**src/rtl/request_queue_unit.sv**
```systemverilog
// request_queue_unit: FIFO of up to DEPTH datapath memory requests (load/store).
// Requests are captured on ihit and presented to the dcache in order on dREN/dWEN.
// Each request retires on dhit. Halt drains the queue in order: RUN -> DRAIN -> HALTED.
// Optional feature macro: REQUEST_QUEUE_STATS_EN adds saturating retire/stall counters.
// When the macro is undefined, n_rd/n_wr/n_stall read as 0.
module request_queue_unit #(
  parameter int DEPTH  = 4,
  parameter int ADDR_W = 32,
  parameter int DATA_W = 32,
  parameter int CNT_W  = $clog2(DEPTH) + 1
) (
  input  logic              CLK,
  input  logic              nRST,
  input  logic              halt,
  input  logic              ihit,
  input  logic              dhit,
  input  logic              dRead,
  input  logic              dWrite,
  input  logic [ADDR_W-1:0] daddr_in,
  input  logic [DATA_W-1:0] dstore_in,
  output logic              iREN,
  output logic              dREN,
  output logic              dWEN,
  output logic [ADDR_W-1:0] daddr,
  output logic [DATA_W-1:0] dstore,
  output logic              full,
  output logic              empty,
  output logic [CNT_W-1:0]  count,
  output logic              halted,
  output logic              err,
  output logic [31:0]       n_rd,
  output logic [31:0]       n_wr,
  output logic [31:0]       n_stall
);

  localparam int PTR_W = $clog2(DEPTH);
  localparam logic [CNT_W-1:0] FULL_CNT = CNT_W'(DEPTH);

  typedef enum logic [1:0] {S_RUN, S_DRAIN, S_HALTED} state_t;

  state_t              r_state;
  state_t              w_state_nxt;
  logic [ADDR_W-1:0]   r_addr [DEPTH];
  logic [DATA_W-1:0]   r_data [DEPTH];
  logic [DEPTH-1:0]    r_is_wr;
  logic [PTR_W-1:0]    r_wr_ptr;
  logic [PTR_W-1:0]    r_rd_ptr;
  logic [CNT_W-1:0]    r_count;
  logic                r_err;

  logic                w_full;
  logic                w_empty;
  logic                w_run;
  logic                w_push;
  logic                w_pop;

  assign w_full  = (r_count == FULL_CNT);
  assign w_empty = (r_count == '0);
  assign w_run   = (r_state == S_RUN);
  assign w_pop   = dhit && !w_empty;
  // A pop frees a slot in the same cycle, so a full queue still accepts a push then.
  assign w_push  = ihit && (dRead || dWrite) && w_run && !halt && (!w_full || w_pop);

  assign iREN   = w_run && !halt && !w_full;
  assign full   = w_full;
  assign empty  = w_empty;
  assign count  = r_count;
  assign halted = (r_state == S_HALTED);
  assign err    = r_err;
  // Head outputs are forced to zero while empty so stale slot contents never leak out.
  assign dREN   = !w_empty && !r_is_wr[r_rd_ptr];
  assign dWEN   = !w_empty &&  r_is_wr[r_rd_ptr];
  assign daddr  = w_empty ? '0 : r_addr[r_rd_ptr];
  assign dstore = w_empty ? '0 : r_data[r_rd_ptr];

  // Queue storage: written only on push; contents are meaningless while the slot is free.
  always_ff @(posedge CLK) begin
    if (w_push) begin
      r_addr[r_wr_ptr]  <= daddr_in;
      r_data[r_wr_ptr]  <= dstore_in;
      r_is_wr[r_wr_ptr] <= dWrite;
    end
  end

  // Pointers, occupancy and sticky error flag.
  always_ff @(posedge CLK or negedge nRST) begin
    if (!nRST) begin
      r_wr_ptr <= '0;
      r_rd_ptr <= '0;
      r_count  <= '0;
      r_err    <= 1'b0;
    end else begin
      if (w_push) r_wr_ptr <= r_wr_ptr + PTR_W'(1);
      if (w_pop)  r_rd_ptr <= r_rd_ptr + PTR_W'(1);
      case ({w_push, w_pop})
        2'b10:   r_count <= r_count + CNT_W'(1);
        2'b01:   r_count <= r_count - CNT_W'(1);
        default: r_count <= r_count;
      endcase
      if ((w_push && dRead && dWrite) || (dhit && w_empty)) r_err <= 1'b1;
    end
  end

  // Control FSM state register.
  always_ff @(posedge CLK or negedge nRST) begin
    if (!nRST) r_state <= S_RUN;
    else       r_state <= w_state_nxt;
  end

  // Next state: halt starts the drain; once empty the unit parks until reset.
  always_comb begin
    w_state_nxt = r_state;
    case (r_state)
      S_RUN:    if (halt)    w_state_nxt = S_DRAIN;
      S_DRAIN:  if (w_empty) w_state_nxt = S_HALTED;
      S_HALTED: w_state_nxt = S_HALTED;
      default:  w_state_nxt = S_RUN;
    endcase
  end

`ifdef REQUEST_QUEUE_STATS_EN
  logic [31:0] r_n_rd;
  logic [31:0] r_n_wr;
  logic [31:0] r_n_stall;

  function automatic logic [31:0] sat_inc(input logic [31:0] v);
    return (v == 32'hFFFF_FFFF) ? v : v + 32'd1;
  endfunction

  // Retire and stall statistics, saturating at all-ones.
  always_ff @(posedge CLK or negedge nRST) begin
    if (!nRST) begin
      r_n_rd    <= '0;
      r_n_wr    <= '0;
      r_n_stall <= '0;
    end else begin
      if (w_pop && !r_is_wr[r_rd_ptr])   r_n_rd    <= sat_inc(r_n_rd);
      if (w_pop &&  r_is_wr[r_rd_ptr])   r_n_wr    <= sat_inc(r_n_wr);
      if (ihit && w_full && w_run)       r_n_stall <= sat_inc(r_n_stall);
    end
  end

  assign n_rd    = r_n_rd;
  assign n_wr    = r_n_wr;
  assign n_stall = r_n_stall;
`else
  assign n_rd    = 32'd0;
  assign n_wr    = 32'd0;
  assign n_stall = 32'd0;
`endif

endmodule
```
**config.mk**
```make
export PLATFORM = sky130hd
export DESIGN_NAME = request_queue_unit
export DESIGN_NICKNAME = d
export VERILOG_FILES = /design/src/rtl/request_queue_unit.sv
export SDC_FILE = /design/constraint.sdc
export NUM_CORES = 1
export LEC_CHECK = 0
export CAP_MARGIN = 25
export CORE_MARGIN = 2
export CORE_UTILIZATION = 25
export CTS_CLUSTER_SIZE = 14
export DETAILED_ROUTE_END_ITERATION = 10
export GPL_TIMING_DRIVEN = 1
export PLACE_DENSITY = 0.54
export REMOVE_ABC_BUFFERS = 1
export SLEW_MARGIN = 20
export SYNTH_ARGS = -nofsm -noshare
export SYNTH_HDL_FRONTEND = slang
export SYNTH_SLANG_ARGS = --single-unit
export TNS_END_PERCENT = 30
```
**constraint.sdc**
```tcl
create_clock -name CLK -period 2.6 [get_ports CLK]
set_input_delay 0.39 -clock CLK [delete_from_list [all_inputs] [get_ports CLK]]
set_output_delay 0.39 -clock CLK [all_outputs]
set_load 0.05 [all_outputs]
```
==> summary.md <==
| Metric | Value |
|---|---|
| Synthesized area | about 0.011 mm^2 |
| Cell leakage power | 5.246 nW |
| First-pass GRT wire length | ~36000 um |
| Largest net degree at the start of global routing | 37 |
| Power per cell area | ~1300 mW/mm^2 |
| Skew final | between 0.009 and 0.01 ns |
| Fin. max-slew vios | 0 |
| Worst setup path class | register to output pin |
| Final wirelength | 24460 um |
| Most frequent cells in the layout | edfxtp_1, conb_1, clkdlybuf4s50_1, and2_4, mux4_2 |
| Syn. warnings | 0 |
| Required time worst endpoint | between 2 and 2.5 ns |
| Syn-to-layout area delta | 32.20% |
| Starting Density | around a quarter |
| RSZ-0062 raised after global routing | yes |
| Drt pass-1 iters | 4 |
| Slowest-stage cell, CP | mux4_2 |
| Hold WC Path Type | primary input to async pin |
| Setup slack at placement | 0.1626 ns |
| Crit path time final | about 2.7 ns |
| RD Place Congestion | 0.6793 |
| I/O Buffers | 144 |
| Maximum VDD drop | between 0.0006 and 0.0007 V |
| Die Area | between 0.04 and 0.05 mm^2 |
| Crit start category | register |
| # H-tree levels | 1 |
| Worst path cell trace | buf_16 -> buf_8 -> mux4_2 -> and2_4 -> buf_6 |
| Share of layout cells above drive strength 1 | a little under two fifths |
| DRT iter0 DRCs | about 270 |
| Sink Count | 270 |
| Outcome | finished, violations left |
| Register area share after synthesis | around 70% |
| Post-cts hold buffer count | 0 |
| Failing checks | setup timing |
| Total Power | ~19 mW |
| DR DRC count | 0 |
| Routed len/inst | 17.54 um |
| Clock Tree Buf Depth | 3 |
| Cells after Synth | between 500 and 600 |
| Vias | about 5500 |
| Root Buffer | clkbuf_16 |
| Via density | between 3 and 4 |
| Delay-heaviest family, CP | multiplexers |
| CP Buf/Inv Count | 3 |
| Final antenna-violating net count | 0 |
| Die Y | around 220 um |
| CTS tree | built |
| Netlist cell types | 39 |
| FP Rows | between 70 and 80 |
| Setup violators final | 31 |
| Clock Latency Late Sink | slightly below 0.6 ns |
| Fin nets | about 860 |
| Hold Vio Cnt, Final | 0 |
| Worst-margin pin slew | 0.5944 ns |
| Multiplexer share of the synthesized area | around an eighth |
| Slew HR | about 60% |
| Die Width | ~220 um |
| CTS Buf Count | 31 |
| Adder-Cell Fraction of Synth Area | between 1 and 1.5% |
| Syn_area_per_cell | between 15 and 20 um^2 |
| Antenna violations before repair | 2 |
| GRT overflow | 0 |
| Crit path DAT | 2.27 ns |
| Simple-Gate Fraction of Synth Area | approximately 4.8% |
| Clock Pin Slew Worst Setup and Hold Paths | approximately 0.06 ns |
| Area of the core | roughly 0.044 mm^2 |
| Filler cells | 4222 |
| Largest family of logic cells by synthesized area | multiplexers |
| Synth Area in XOR/XNOR | less than 1% |
| Number of I/O pins | between 200 and 250 |
| CP max FO | 8 |
| Compound-Gate Fraction of Synth Area | under 10% |
| Final worst setup slack | -0.05545 ns |
| Worst path max stage delay | ~0.53 ns |
| Max-cap violations | 0 |
| Most common cell after layout, fill and taps aside | edfxtp_1 |
| Tcrit/Tclk final | 102.1% |
| CP endpoint kind | output pin |
| HPWL after DPL | 15420 um |
| Total track usage | 10.16% |
| Synth Register Bits | 270 |
| Vias in the first global route | 5741 |
| Highest Clock Rate | 376.6 MHz |
-- final timing paths --
kind	to	slack, ns	depth (start not counted)	start
min	r_state[1]	0.19	1	nRST
max	daddr[13]	-0.06	5	r_rd_ptr[0]
max in group asynchronous	r_rd_ptr[0]	1.97	1	nRST
min in group CLK	r_data[3][21]	0.45	1	dstore_in[21]
max reg2reg	count[2]	0.31	8	count[1]
min reg2reg	err	0.49	1	err
-- final cells by class --
class / instances / area, um^2 / share of cell area (%)
Clock inverter: 20 / 217.7 / 1.457
Inverter: 7 / 26.28 / 0.1759
Timing Repair Buffer: 187 / 2230 / 14.93
Sequential cell: 270 / 8068 / 54.01
Multi-Input combinational cell: 281 / 2855 / 19.11
Tap cell: 592 / 740.7 / 4.959
Antenna cell: 1 / 2.502 / 0.01675
Clock buffer: 37 / 798.3 / 5.344
-- sequential cells by signal (all words and copies together) (netlist names) --
| register | flops |
|---|---|
| count | 3 |
| err | 1 |
| r_addr | 128 |
| r_data | 128 |
| r_is_wr | 4 |
| r_rd_ptr | 2 |
| r_state | 2 |
| r_wr_ptr | 2 |
-- timing repair --
| action | in CTS | in global routing |
|---|---|---|
| setup endpoints to repair | 67 | 67 |
| cloned | 1 | 3 |
| setup buffers | 4 | 4 |
| hold endpoints to repair | 0 | 0 |
| gates resized for setup | 67 | 87 |
-- synthesized netlist by cell type --
library cell	instances	area share (%)
mux2_2	2	0.20
a41oi_1	2	0.16
clkbuf_2	1	0.044
edfxtp_1	260	69
dfrtp_1	10	2.2
conb_1	1	0.033
fa_1	1	0.18
mux2_4	1	0.13
buf_6	7	0.70
o221a_1	1	0.10
a2111oi_0	1	0.078
or2_1	1	0.055
and2_1	65	3.6
mux4_2	65	13
ha_1	8	0.89
inv_1	7	0.23
and2_2	4	0.27
nor2_1	4	0.13
nand2_1	4	0.13
o2bb2ai_1	1	0.078
buf_4	96	6.4
a31oi_1	2	0.11
o211ai_1	2	0.13
o21bai_1	1	0.066
and2_4	1	0.078
o21a_4	1	0.13
nor3b_1	1	0.066
or3_1	1	0.055
nand3_1	2	0.089
clkbuf_1	10	0.33
a21oi_1	3	0.13
nand2b_1	2	0.11
nand4_1	1	0.055
buf_2	9	0.40
and3b_1	1	0.078
o21ai_0	1	0.044
xnor2_1	4	0.31
o211a_1	1	0.089
nand4b_1	1	0.078
-- layer usage --
| layer | GRT usage (%) | wire, um | vias up |
|---|---|---|---|
| li1 | - | - | 2465 |
| met3 | 2.260 | 1439 | 41 |
| met5 | 0 | 29 | - |
| met2 | 16.88 | 11810 | 204 |
| met4 | 3.630 | 595 | 4 |
| met1 | 13.04 | 10590 | 2798 |
-- metrics by stage --
stage | util, % | hold slack, ns | cell area [um^2] | cells | TNS, ns
4_1_cts | 32.77 | 0.1877 | 14550 | 1387 | -5.752
5_1_grt | 33.63 | 0.2137 | 14940 | 1394 | -4.182
3_5_place_dp | 29.81 | 0.4707 | 13240 | 1325 | 0
3_3_place_gp | 29.81 | 0.4605 | 13240 | 1325 | 0
6_report | 33.63 | 0.1850 | 14940 | 1395 | -0.7338
2_1_floorplan | - | 0.09441 | 10770 | 558 | -94.61
-- report_power, final --
group	switching, mW	internal (mW)
Clock	1.73	2.58
Sequential	0.203	5.05
Combinational	5.25	4.11
Total	7.18	11.7
-- logic make-up (layout without fill, tap and decap cells) --
family | Yosys count | count (layout)
AO/OA/AOI/OAI | 16 | 16
flip-flops | 270 | 270
multiplexers | 68 | 68
AND/OR/NAND/NOR | 88 | 88
XOR/XNOR | 4 | 4
buffers and inverters | 130 | 251
adder cells (fa/ha/maj) | 9 | 9
other | 1 | 97
Note: power is estimated with default switching activity, not from simulation.
